===== config.mk =====
export PLATFORM = sky130hd
export DESIGN_NAME = mips_timer_dev
export DESIGN_NICKNAME = d
export VERILOG_FILES = /design/src/rtl/mips_timer_dev.sv
export SDC_FILE = /design/constraint.sdc
export NUM_CORES = 1
export LEC_CHECK = 0
export CORE_MARGIN = 4
export CORE_UTILIZATION = 52
export DETAILED_ROUTE_END_ITERATION = 6
export GPL_TIMING_DRIVEN = 0
export PLACE_DENSITY = 0.82
export SYNTH_ARGS = -nofsm -noshare
export SYNTH_HDL_FRONTEND = slang
export SYNTH_SLANG_ARGS = --single-unit

===== constraint.sdc =====
create_clock -name clk -period 3.11 [get_ports clk]
set_clock_uncertainty 0.15 [all_clocks]
set_input_delay 0.311 -clock clk [delete_from_list [all_inputs] [get_ports clk]]
set_output_delay 0.311 -clock clk [all_outputs]
set_load 0.02 [all_outputs]

===== src/rtl/mips_timer_dev.sv =====
// Memory-mapped countdown timer on the CPU data bus.
// CTRL/PRESET/COUNT registers plus a level interrupt to the CPU.
module mips_timer_dev #(
  parameter logic [31:0] BASE_ADDR = 32'h0000_7F00
) (
  input  logic        clk,
  input  logic        reset,
  input  logic [31:0] addr,
  input  logic [31:0] wdata,
  input  logic [3:0]  byteen,
  output logic [31:0] rdata,
  output logic        irq
);

  typedef enum logic [1:0] {
    IDLE,
    LOAD,
    CNT,
    INT
  } state_t;

  state_t      state_q;
  logic [3:0]  ctrl_q;
  logic [31:0] preset_q;
  logic [31:0] count_q;
  logic        flag_q;

  logic        sel;
  logic        wr;
  logic [1:0]  off;
  logic        hit_ctrl;
  logic        hit_pre;
  logic        hit_cnt;
  logic        hit_ack;
  logic        wr_ctrl;
  logic        wr_pre;
  logic        wr_ack;
  logic        wr_cfg;
  logic [3:0]  ctrl_wr;
  logic [31:0] preset_wr;
  logic        en;
  logic        auto_rl;
  logic        im;
  logic        unused_addr;

  assign sel = (addr[31:4] == BASE_ADDR[31:4]);
  assign wr  = sel & (|byteen);
  assign off = addr[3:2];

  assign hit_ctrl = sel & (off == 2'd0);
  assign hit_pre  = sel & (off == 2'd1);
  assign hit_cnt  = sel & (off == 2'd2);
  assign hit_ack  = sel & (off == 2'd3);

  assign wr_ctrl = wr & hit_ctrl;
  assign wr_pre  = wr & hit_pre;
  assign wr_ack  = wr & hit_ack;
  assign wr_cfg  = wr_ctrl | wr_pre;

  // word-aligned bus; the byte offset carries no meaning here
  assign unused_addr = ^addr[1:0];

  assign en      = ctrl_q[0];
  assign auto_rl = (ctrl_q[2:1] == 2'b01);
  assign im      = ctrl_q[3];

  assign ctrl_wr = byteen[0] ? wdata[3:0] : ctrl_q;

  always_comb begin
    preset_wr = preset_q;
    for (int i = 0; i < 4; i++) begin
      if (byteen[i]) begin
        preset_wr[8*i +: 8] = wdata[8*i +: 8];
      end
    end
  end

  always_comb begin
    rdata = 32'd0;
    unique case (1'b1)
      hit_ctrl: rdata = {28'd0, ctrl_q};
      hit_pre:  rdata = preset_q;
      hit_cnt:  rdata = count_q;
      default:  rdata = 32'd0;
    endcase
  end

  assign irq = flag_q & im;

  // a config write restarts the sequence; it always wins over the FSM
  always_ff @(posedge clk) begin
    if (!reset) begin
      state_q  <= IDLE;
      ctrl_q   <= 4'd0;
      preset_q <= 32'd0;
      count_q  <= 32'd0;
      flag_q   <= 1'b0;
    end else if (wr_cfg) begin
      if (wr_ctrl) begin
        ctrl_q <= ctrl_wr;
      end
      if (wr_pre) begin
        preset_q <= preset_wr;
      end
      state_q <= IDLE;
      flag_q  <= 1'b0;
    end else begin
      unique case (state_q)
        IDLE: begin
          if (en) begin
            state_q <= LOAD;
          end
        end
        LOAD: begin
          count_q <= preset_q;
          state_q <= CNT;
        end
        CNT: begin
          if (!en) begin
            state_q <= IDLE;
          end else if (count_q <= 32'd1) begin
            count_q <= 32'd0;
            state_q <= INT;
          end else begin
            count_q <= count_q - 32'd1;
          end
        end
        INT: begin
          flag_q <= 1'b1;
          if (!auto_rl) begin
            ctrl_q[0] <= 1'b0;
          end
          state_q <= IDLE;
        end
        default: state_q <= IDLE;
      endcase
      if (wr_ack) begin
        flag_q <= 1'b0;
      end
    end
  end

endmodule


# Yosys cells after proc, flatten, opt, wreduce, memory -nomap -nowiden
# Index checks and enable logic that the tools add are counted.
# Widths: inputs -> output; s select.
# word_totals
regBits	71
latch_bits	0
ramBits	0
mem_bits_ro	0
in_bits	70
output_inout_bits	33
memories	0
# op_classes
n_addsub	1
n_mul	0
div_mod_pow	0
magnitude_cmp	1
eq_ne	14
n_shift	0
n_mux	13
bitwise_logic	12
n_reduce_logical	15
# ops
operator	count
$pmux 32 s3	1
$mux 32	2
$pmux 32 s2	1
$le 32x1->1 const B	1
$sub 32x1->32 const B	1
$eq 28x11->1 const B	1
$reduce_and 3->1	6
$ne 2x2->1 const B	5
$and 1x1->1	9
$eq 2x2->1 const B	4
$pmux 2 s4	1
$eq 2x1->1 const B	3
$mux 2	3
$mux 1	5
$logic_not 2->1	2
$reduce_and 4->1	1
$reduce_bool 2->1	2
$reduce_or 4->1	1
$ne 3x3->1 const B	1
$reduce_or 3->1	1
$not 1->1	2
$reduce_and 2->1	1
$reduce_or 2->1	1
$or 1x1->1	1

# Longest topological paths before layout
# Gate-level depths: netlist of run 1.
# logic_depth
depth_word	6
mapped_depth	8
ltp_nobuf	7

# Worst setup path before layout of run 1
# No wires, ideal clock.
# synth_path
path_type	input to output
from	input port addr[4]
to	output port rdata[10]
t_arrival_ns	1.908
required_ns	2.649
path_slack_ns	0.741
path_stages	7
path_cell_list	nor4b_1 > nand4_1 > or2_2 > clkbuf_1 > nor2_2 > buf_4 > a22o_1
# synth_via
elab_chain_cells	3
elab_cells_between_ends	5
cone_classes	eq/ne (1); mux (1); bitwise (3)
# synth_rtl
element	line_no	text
start: declaration	8	input logic [31:0] addr,
$eq 28x11->1 (*)	46	assign sel = (addr[31:4] == BASE_ADDR[31:4]);
$and 1x1->1 (on tied branches)	52, 50, 51	
$pmux 32 s3 (*)	80	unique case (1'b1)
end: declaration	11	output logic [31:0] rdata,
# Every way passes the cells marked *; elsewhere a longest branch is shown, timed or not.

# Worst setup path in the final report of run 1
# layout_path
from	input port addr[4]
to	output port rdata[4]
# The elaborated chain is that of the path after synthesis.

==> key figures, run 1 <==
Final layout
  • Final Util: slightly below 70%
  • Fin area: 0.00600 mm2
  • N_diodes: 0
  • Share of post-route cells with drive strength above 1: 15.7%
  • Non-filler cells, final: 770
  • # nets final: 733
  • Area growth, synth to finish: 27.7%

Hold path
  • Worst hold path class: in2reg
  • Hold endpoint: state_q[1]
  • Hold Path Stages: 3
  • Min-delay src: reset

Setup path
  • Worst Reg-to-Reg Cells: 7
  • CP Launch Point: addr[4]
  • Crit Path Max Fanout: 10
  • Reg2Reg Launch Point: state_q[1]
  • Worst R2R Setup Slack: ~0.20 ns
  • WP data arrival: roughly 2.5 ns
  • Req. time, crit path: 2.65 ns
  • Reg-to-Reg End: count_q[2]
  • Endpoint class of the critical path: output pin
  • WS Path Type: in2out
  • Startpoint Class: input pin

Die
  • Core ar.: 0.00876 mm2
  • Top Ports: 103
  • Die height: a little over 100 um
  • Die width: 103 um
  • Die footprint: 0.0106 mm2
  • Initial Utilization: 53.6%
  • Row count: 34

Drt
  • Drt pass-1 iters: 6
  • Post-DR wirelength/cell: 22.5 um
  • Vias: approximately 5000
  • DRT Wirelength: 17300 um
  • Vias/cell: between 6 and 7
  • Antenna Nets Post-Route: 0
  • Detailed router's first-iteration violation count: 410
  • DRC Markers: 0

Clocking
  • Hold buffer count at CTS: 0
  • CTS H-tree depth: 3
  • Skew-Pair Late Insertion Delay: between 0.3 and 0.4 ns
  • Maximum clock path buffer count: 2
  • Clk root buf: clkbuf_8
  • Sink Count: 71
  • CTS tree: yes
  • CTS Buf Count: 9
  • Clock-pin slew of the registers on the worst-case setup and hold paths: about 0.070 ns

Placement
  • Routability cong.: 0.979
  • Post-place instance area: 0.00582 mm2
  • Post-DP HPWL: approximately 13000 um
  • I/O Buffers: 99
  • Pre-CTS setup slack: -0.974 ns
  • Placed cells: 749

STA
  • Slew Limit Fails: 0
  • Minimum hold slack: 0.312 ns
  • Final Critical Period: 2.99 ns
  • Worst-Margin Slew: 0.949 ns
  • Tcrit/Tclk final: 96.0%
  • Maximum clock frequency: around 330 MHz
  • Final hold viol count: 0
  • Final Setup Violations: 0
  • Slew margin rel.: between 30% and 40%
  • Final WS setup: between 0.1 and 0.15 ns

Run
  • Maxcap violations: 0

Synth
  • Post-Syn Nets: 618
  • Mean area per synthesized cell: 8.66 um2
  • Yosys warns: 0
  • Flops & latches, synth: 71
  • Async set-reset flop share out of synthesis: 0%
  • Sequential-to-total area share from yosys stat: 30.3%
  • Cell area after synthesis: 0.00469 mm2
  • Cell variety after synth: just over 70
  • Number of enable flip-flop cells after synthesis: 0
  • Syn Inst Count: 542
  • Synth Flop Type: dfxtp_1

Pwr
  • PD cells: 290 mW/mm2
  • P_leak: roughly 2.3 nW
  • VDD IR-drop max: 0.000207 V

Global route
  • Vias in the first global route: 4971
  • GRT Util Overall: 32.6%
  • GR Overflow Total: 0
  • First-pass GRT wire length: 26400 um
  • Largest net degree at the start of global routing: 14
  • Antenna violations before repair: 0

Status
  • Status: complete, no violations
-- per-stage QoR --
| step | power (mW) | TNS [ns] |
|---|---|---|
| 2_1_floorplan | 0.964 | 0 |
| 3_3_place_gp | 1.07 | -21.97 |
| 3_5_place_dp | 1.07 | -23.51 |
| 4_1_cts | 1.74 | 0 |
| 5_1_grt | 1.79 | -0.000127 |
| 6_report | 1.74 | 0 |
-- cells in the mapped netlist (8+ instances only) --
cell      instances  area share [%]
nor3_1           14             1.5
a211oi_1         27             4.3
a21oi_1          14             1.5
nor4_1           10             1.3
nand3_1           8            0.85
dfxtp_1          71              30
nand2_1          44             3.5
nor2_1           67             5.4
a22o_1           27             5.0
mux2i_1          43             9.2
a22oi_1          10             1.6
o22ai_1          25             3.3
inv_1            17             1.4
clkbuf_1         21             1.7
-- logic make-up (layout without fill, tap and decap cells) --
kind of cell | Yosys count | count (layout) | synth area share (%)
XOR/XNOR | 1 | 1 | 0.187
adder cells (fa/ha/maj) | 6 | 6 | 1.60
buffers and inverters | 57 | 177 | 7.01
AND/OR/NAND/NOR | 213 | 213 | 26.6
AO/OA/AOI/OAI | 150 | 150 | 24.9
multiplexers | 44 | 44 | 9.41
flip-flops | 71 | 71 | 30.3
-- layout by cell type (no fill, tap or decap), types with 7 or more instances in the layout --
cell | netlist | routed
a22o_1 | 27 | 27
inv_1 | 17 | 17
nor4_2 | 6 | 7
o22ai_1 | 25 | 25
nor2_1 | 67 | 67
nor3_1 | 14 | 14
a21oi_1 | 14 | 14
dfxtp_1 | 71 | 71
nand3_1 | 8 | 8
clkbuf_8 | 5 | 16
nand2_1 | 44 | 44
mux2i_1 | 43 | 43
clkdlybuf4s50_1 | 0 | 71
a211oi_1 | 27 | 27
nor4_1 | 10 | 9
clkbuf_1 | 21 | 17
clkbuf_2 | 0 | 20
a22oi_1 | 10 | 10
buf_4 | 5 | 10
-- flip-flops by register name, summed over array words and instances, names as in the netlist --
| register | cells |
|---|---|
| count_q | 32 |
| preset_q | 32 |
| ctrl_q | 4 |
| state_q | 2 |
| flag_q | 1 |
-- critical path: stages --
cell,delay (ns)
clkdlybuf4s50_1,0.47
nor4b_2,0.31
nand4_1,0.17
buf_4,0.17
nor2_1,0.14
and3_4,0.31
clkbuf_8,0.22
a22o_1,0.16
clkdlybuf4s15_2,0.26
-- worst max path at each step --
stage	depth (start not counted)	slack, ns	to
after floorplan	7	0.74	rdata[10]
after global placement	9	-0.92	rdata[5]
after detailed placement	9	-0.97	rdata[10]
after CTS	9	0.03	rdata[10]
after global routing	9	-0.0001	rdata[11]
final	9	0.12	rdata[4]
-- where the power goes --
part / switching (mW) / leakage, nW / total (mW) / internal [mW]
registers: 0.00000000132 / 0.571 / 0.908 / 0.908
clock network: 0.399 / 0.0858 / 0.690 / 0.291
logic: 0.0579 / 1.60 / 0.144 / 0.0860
-- layout make-up --
cell class / instances / area, um2
multi-input cells: 414 / 2980
flip-flops and latches: 71 / 1420
repair buffers: 106 / 943
inverters: 17 / 63.8
clock inverters: 7 / 47.5
plain buffers: 38 / 285
well taps: 108 / 135
fillers: 750 / 2770
clock buffers: 9 / 124
-- per-layer routing --
metal  wire, um  share of wire, %  global-route usage (%)
met2       8140                47                    53.3
met5          0                 0                       0
met3       1460               8.4                    8.05
met1       7160                41                    41.5
met4        555               3.2                    12.5
-- timing repair --
action,4_1_cts,5_1_grt
resized for setup,47,44
setup endpoints to repair,28,25
hold endpoints to repair,0,0
pin swaps,2,2
setup buffers,5,2
No activity file was read; power rests on OpenSTA's default activity.
==> run 2: changes to the inputs <==
--- a/constraint.sdc
+++ b/constraint.sdc
@@ -3,3 +3,3 @@
 set_input_delay 0.311 -clock clk [delete_from_list [all_inputs] [get_ports clk]]
 set_output_delay 0.311 -clock clk [all_outputs]
-set_load 0.02 [all_outputs]
+set_load 0.1 [all_outputs]
==> run 2 against run 1 <==
Via count is 0.28% lower. Largest cell class unchanged. Sequential power barely moved. Critical path depth down 1. Maximum frequency fell by 1.0%. Clock power barely moved. Highest routed layer unchanged. Count of clock-buffer cells in the layout unchanged.
==> key figures, run 2 (synthesis gave the netlist of run 1 again) <==
Placement
  • Post-DP HPWL: 12500 um (unchanged)
  • I/O Buffers: 99 (unchanged)
  • Routability cong.: 0.979 (unchanged)

Drt
  • Drt pass-1 iters: 7 (was 6)
  • Met2 wire length: 8120 um (was 8140 um)
  • Met3 wire length: 1470 um (was 1460 um)
  • DRC Markers: 0 (unchanged)
  • Top Layer Used: met4 (unchanged)
  • Vias: 5031 (was 5045)
  • Antenna Nets Post-Route: 0 (unchanged)
  • Vias/cell: 6.57 (was 6.55)
  • Detailed router's first-iteration violation count: 446 (was 410)
  • DRT Wirelength: 17100 um (was 17300 um)
  • M1 WL: 7130 um (was 7160 um)
  • Post-DR wirelength/cell: 22.4 um (was 22.5 um)

Die
  • Initial Utilization: 53.6% (unchanged)
  • Row count: 34 (unchanged)
  • Core ar.: 0.00876 mm2 (unchanged)
  • Die width: 103 um (unchanged)
  • Die height: 103 um (unchanged)
  • Top Ports: 103 (unchanged)
  • Die footprint: 0.0106 mm2 (unchanged)

Clocking
  • Sink Count: 71 (unchanged)
  • Maximum clock path buffer count: 2 (unchanged)
  • Clock-pin slew of the registers on the worst-case setup and hold paths: 0.07 ns (about the same)
  • CTS H-tree depth: 3 (unchanged)
  • CTS Buf Count: 9 (unchanged)
  • Skew-Pair Late Insertion Delay: 0.36 ns (about the same)
  • Clk root buf: clkbuf_8 (unchanged)
  • Hold buffer count at CTS: 0 (unchanged)
  • CTS tree: yes (unchanged)

STA
  • Worst-Margin Slew: 0.969 ns (was 0.949 ns)
  • Slew Limit Fails: 0 (unchanged)
  • Maximum clock frequency: 331 MHz (was 335 MHz)
  • Final Critical Period: 3.02 ns (was 2.99 ns)
  • Tcrit/Tclk final: 97.0% (was 96.0%)
  • Final Setup Violations: 0 (unchanged)
  • RSZ-0062 raised after global routing: no
  • Slew margin rel.: 34.9% (was 36.2%)
  • Final hold viol count: 0 (unchanged)

Setup path
  • Reg-to-Reg End: count_q[24] (was count_q[2])
  • Crit Path Max Fanout: 10 (unchanged)
  • Req. time, crit path: 2.65 ns (about the same)
  • Worst R2R Setup Slack: 0.21 ns (was 0.20 ns)
  • WP data arrival: 2.56 ns (was 2.52 ns)
  • Startpoint Class: input pin (unchanged)
  • Worst Reg-to-Reg Cells: 8 (was 7)
  • CP Launch Point: addr[4] (unchanged)
  • Reg2Reg Launch Point: count_q[0] (was state_q[1])
  • WS Path Type: in2out (unchanged)
  • Endpoint class of the critical path: output pin (unchanged)
  • Crit path to: rdata[29] (was rdata[4])

Global route
  • GRT Util Overall: 32.4% (was 32.6%)
  • GR Overflow Total: 0 (unchanged)
  • Largest net degree at the start of global routing: 14 (unchanged)
  • Vias in the first global route: 4938 (was 4971)
  • First-pass GRT wire length: 26300 um (was 26400 um)
  • Antenna violations before repair: 0 (unchanged)

Pwr
  • Final Power: 1.74 mW (about the same)
  • VDD IR-drop max: 0.000227 V (was 0.000207 V)
  • PD cells: 289 mW/mm2 (was 290 mW/mm2)
  • P_leak: 2.26 nW (about the same)

Run
  • Maxcap violations: 0 (unchanged)

Final layout
  • Filler cells: 735 (was 750)
  • # nets final: 729 (was 733)
  • N_diodes: 0 (unchanged)
  • Top flop regs: count_q (32), preset_q (32), ctrl_q (4) (unchanged)
  • Most common cell after layout, fill and taps aside: dfxtp_1
  • Final Util: 68.7% (was 68.4%)
  • Share of post-route cells with drive strength above 1: 16.1% (was 15.7%)
  • Area growth, synth to finish: 28.2% (was 27.7%)
  • Most frequent cells in the layout: dfxtp_1 (71), nor2_1 (67), clkdlybuf4s50_1 (67) (was dfxtp_1 (71), clkdlybuf4s50_1 (71), nor2_1 (67))

Hold path
  • Worst hold path class: in2reg (unchanged)

Status
  • Status: complete, no violations (unchanged)
## run 2: cell count changes in the layout (fill, tap and decap cells not counted), moves of 3 or more
cell	change
buf_6	+12
clkbuf_2	-18
buf_2	+5
clkdlybuf4s50_1	-4
clkbuf_4	+5
dlygate4sd2_1	-3
## run 2: metrics by stage
step           area, um2  setup TNS, ns  hold WS [ns]  std cells  setup WS, ns
2_1_floorplan       4690              0         0.301        542         0.191
3_3_place_gp        5820         -38.31         0.333        749         -1.45
3_5_place_dp        5820         -40.04         0.345        749         -1.50
4_1_cts             5990              0         0.287        766        0.0118
5_1_grt             6020              0         0.343        766       0.00307
6_report            6020              0         0.304        766        0.0931
## run 2: timing repair
action / CTS / global route
setup buffers: 3 / 0
endpoints found under the hold margin: 0 / 0
gates resized for setup: 182 / 21
pin swaps: 2 / 1
endpoints found under the setup margin: 32 / 31
## run 2: worst min path at each step
stage,from,to,cells after the start
finish,reset,state_q[0],3
CTS,reset,state_q[0],3
detailed placement,count_q[19],count_q[19],2
global placement,count_q[19],count_q[19],2
floorplan,wdata[0],ctrl_q[0],2
global route,reset,state_q[0],3
## run 2: worst max-delay path: stages
cell and delay, ns:
clkdlybuf4s50_1 0.47, nor4b_2 0.31, nand4_1 0.19, nor2_1 0.19, and3_4 0.34, clkbuf_4 0.31
a22o_1 0.15, buf_4 0.28
## run 2: where the power goes
group          total (mW)  switching, mW  internal, mW
registers           0.908  0.00000000132         0.908
clock network       0.689          0.398         0.291
logic               0.142         0.0564        0.0856
## run 2: final cells by class
| type | count | area (um2) | area share (%) |
|---|---|---|---|
| Multi-Input combinational cell | 414 | 2960 | 49.2 |
| Sequential cell | 71 | 1420 | 23.6 |
| Timing Repair Buffer | 102 | 992 | 16.5 |
| Buffer | 38 | 273 | 4.53 |
| Tap cell | 108 | 135 | 2.24 |
| Clock buffer | 9 | 124 | 2.06 |
| Inverter | 17 | 63.8 | 1.06 |
| Clock inverter | 7 | 47.5 | 0.790 |
## run 2: layer usage
metal	global-route usage, %	vias to the layer above
met3	7.31	41
met1	41.6	2403
met4	11.4	0
met5	0	-
li1	-	2310
met2	53.5	277
==> run 3: changes to the inputs <==
Clock period 3.11 ns to 3 ns, I/O delays scaled along.
==> run 3 against run 2 <==
Final cell count grew 0.26%. Via count up 0.60%. Power up 3.8%. Combinational power increased by 4%. Largest power group unchanged. Sequential power increased by 3.6%. Flip-flop and latch count is the same. Wire length increased by 0.72%. Non-clock buffer count is 2 higher. Register-to-register slack lost 0.07 ns. Critical path type unchanged. Final area rose by 0.87%. Highest routed layer unchanged. Sequential share of layout area down 0.20 points.
==> key figures, run 3 (synthesis gave the netlist of run 1 again) <==
Hold path
  • Worst hold path class: in2reg (unchanged)

Die
  • Row count: 34 (unchanged)
  • Initial Utilization: 53.6% (unchanged)
  • Core ar.: 0.00876 mm2 (unchanged)
  • Die footprint: 0.0106 mm2 (unchanged)
  • Top Ports: 103 (unchanged)
  • Die width: 103 um (unchanged)
  • Die height: 103 um (unchanged)

Final layout
  • Non-filler cells, final: 768 (was 766)
  • Fin area: 0.00607 mm2 (was 0.00602 mm2)
  • Most frequent cells in the layout: dfxtp_1 (71), nor2_1 (67), clkdlybuf4s50_1 (67) (unchanged)
  • Most common cell after layout, fill and taps aside: dfxtp_1 (unchanged)
  • Final Util: 69.3% (was 68.7%)
  • Top flop regs: count_q (32), preset_q (32), ctrl_q (4) (unchanged)
  • N_diodes: 0 (unchanged)
  • Share of post-route cells with drive strength above 1: 16.8% (was 16.1%)
  • # nets final: 731 (was 729)
  • Area growth, synth to finish: 29.3% (was 28.2%)

Drt
  • Post-DR wirelength/cell: 22.5 um (was 22.4 um)
  • DRC Markers: 0 (unchanged)
  • Vias: 5061 (was 5031)
  • Drt pass-1 iters: 5 (was 7)
  • Detailed router's first-iteration violation count: 435 (was 446)
  • DRT Wirelength: 17300 um (was 17100 um)
  • Antenna Nets Post-Route: 0 (unchanged)
  • Vias/cell: 6.59 (was 6.57)

STA
  • Setup_tns: 0 ns (unchanged)
  • Final Setup Violations: 0 (unchanged)
  • Worst-Margin Slew: 0.975 ns (was 0.969 ns)
  • Maximum clock frequency: 344 MHz
  • Slew Limit Fails: 0 (unchanged)
  • Minimum hold slack: 0.300 ns (was 0.304 ns)
  • Final hold viol count: 0 (unchanged)
  • Tcrit/Tclk final: a little over nine tenths
  • RSZ-0062 raised after global routing: yes (was no)
  • Final Critical Period: ~2.9 ns
  • Slew margin rel.: 34.5% (was 34.9%)

Pwr
  • P_leak: 2.29 nW (was 2.26 nW)
  • PD cells: 297 mW/mm2 (was 289 mW/mm2)
  • VDD IR-drop max: 0.000235 V (was 0.000227 V)

Clocking
  • Maximum clock path buffer count: 2 (unchanged)
  • Clk root buf: clkbuf_8 (unchanged)
  • CTS Buf Count: 9 (unchanged)
  • Skew-Pair Late Insertion Delay: 0.36 ns (about the same)
  • CTS H-tree depth: 3 (unchanged)
  • Hold buffer count at CTS: 0 (unchanged)
  • Clock-pin slew of the registers on the worst-case setup and hold paths: 0.07 ns (about the same)
  • Sink Count: 71 (unchanged)
  • CTS tree: yes (unchanged)

Global route
  • Largest net degree at the start of global routing: 14 (unchanged)
  • GR Overflow Total: 0 (unchanged)
  • Vias in the first global route: 4956 (was 4938)
  • GRT Util Overall: 32.4% (unchanged)
  • First-pass GRT wire length: 26300 um (about the same)
  • Antenna violations before repair: 0 (unchanged)

Setup path
  • Bufs and invs on worst path: 3 (unchanged)
  • Crit-path cells: clkdlybuf4s50_1, nor4b_2, nand4_1, nor2_1, and3_4, buf_4, a22o_1, buf_4 (was clkdlybuf4s50_1, nor4b_2, nand4_1, nor2_1, and3_4, clkbuf_4, a22o_1, buf_4)
  • Endpoint class of the critical path: output pin (unchanged)
  • CP most frequent cell: buf_4
  • Slowest Stage Delay on Critical Path: 0.46 ns (was 0.47 ns)
  • Crit Path Max Fanout: 10 (unchanged)
  • Startpoint Class: input pin (unchanged)
  • WS Path Type: in2out (unchanged)
  • Worst path top cell family by delay: buffers and inverters (unchanged)
  • WP data arrival: 2.46 ns (was 2.56 ns)
  • Req. time, crit path: 2.55 ns (was 2.65 ns)
  • CP max-delay cell: clkdlybuf4s50_1 (unchanged)

Run
  • Maxcap violations: 0 (unchanged)

Placement
  • Post-place instance area: 0.00582 mm2 (unchanged)
  • I/O Buffers: 99 (unchanged)
  • Placed cells: 749 (unchanged)
  • Post-DP HPWL: 12500 um (unchanged)
  • Routability cong.: 0.979 (unchanged)

Status
  • Status: complete, no violations (unchanged)
run 3: changes by cell type in the layout (fill, tap and decap cells not counted):
cell	previous run	this run
buf_12	2	4
buf_2	8	10
buf_4	12	10
buf_6	18	22
clkbuf_1	17	16
clkbuf_2	2	4
clkbuf_4	6	2
clkdlybuf4s15_1	1	0
nor4b_1	3	2
nor4b_2	2	3
run 3: metal layers:
layer | part of all wire (%) | GRT usage, % | up-vias
met5 | 0 | 0 | -
met4 | 2.5 | 11.5 | 0
met3 | 8.9 | 7.31 | 43
met2 | 47 | 53.6 | 287
met1 | 42 | 41.5 | 2407
li1 | - | - | 2324
run 3: layout make-up:
type / instances / area [um2]
Buffer: 38 / 274
Clock buffer: 9 / 124
Sequential cell: 71 / 1420
Clock inverter: 7 / 47.5
Multi-Input combinational cell: 414 / 2970
Inverter: 17 / 63.8
Tap cell: 108 / 135
Timing Repair Buffer: 104 / 1040
Fill cell: 721 / 2690
run 3: metrics by stage:
step	setup slack, ns	power [mW]
detailed placement	-1.59	1.11
finish	0.0892	1.81
floorplan	0.103	0.999
CTS	0.00822	1.80
global placement	-1.54	1.11
global route	-0.00637	1.85
run 3: worst paths after layout:
kind	slack, ns	end	cells after the start	startpoint
worst max register to register	0.14	count_q[24]	8	count_q[0]
worst max-delay path	0.09	rdata[29]	8	addr[6]
worst min-delay path	0.30	state_q[1]	3	reset
worst min register to register	0.36	count_q[19]	2	count_q[19]
run 3: worst reg2reg max path: stages, from the launching register on:
cell and delay [ns]:
dfxtp_1 0.39, inv_1 0.12, ha_1 0.33, or4b_1 0.46
clkbuf_4 0.21, nor4_2 0.38, nand3_1 0.15, a211oi_1 0.42
o32ai_1 0.13
run 3: repair_timing:
item	in CTS	in global routing
buffers inserted	3	2
setup endpoints to repair	32	40
pin swaps	2	4
resized for setup	181	33
run 3: power by group:
group / internal, mW / switching [mW]
registers: 0.941 / 0.00000000136
logic: 0.0890 / 0.0590
clock network: 0.302 / 0.415
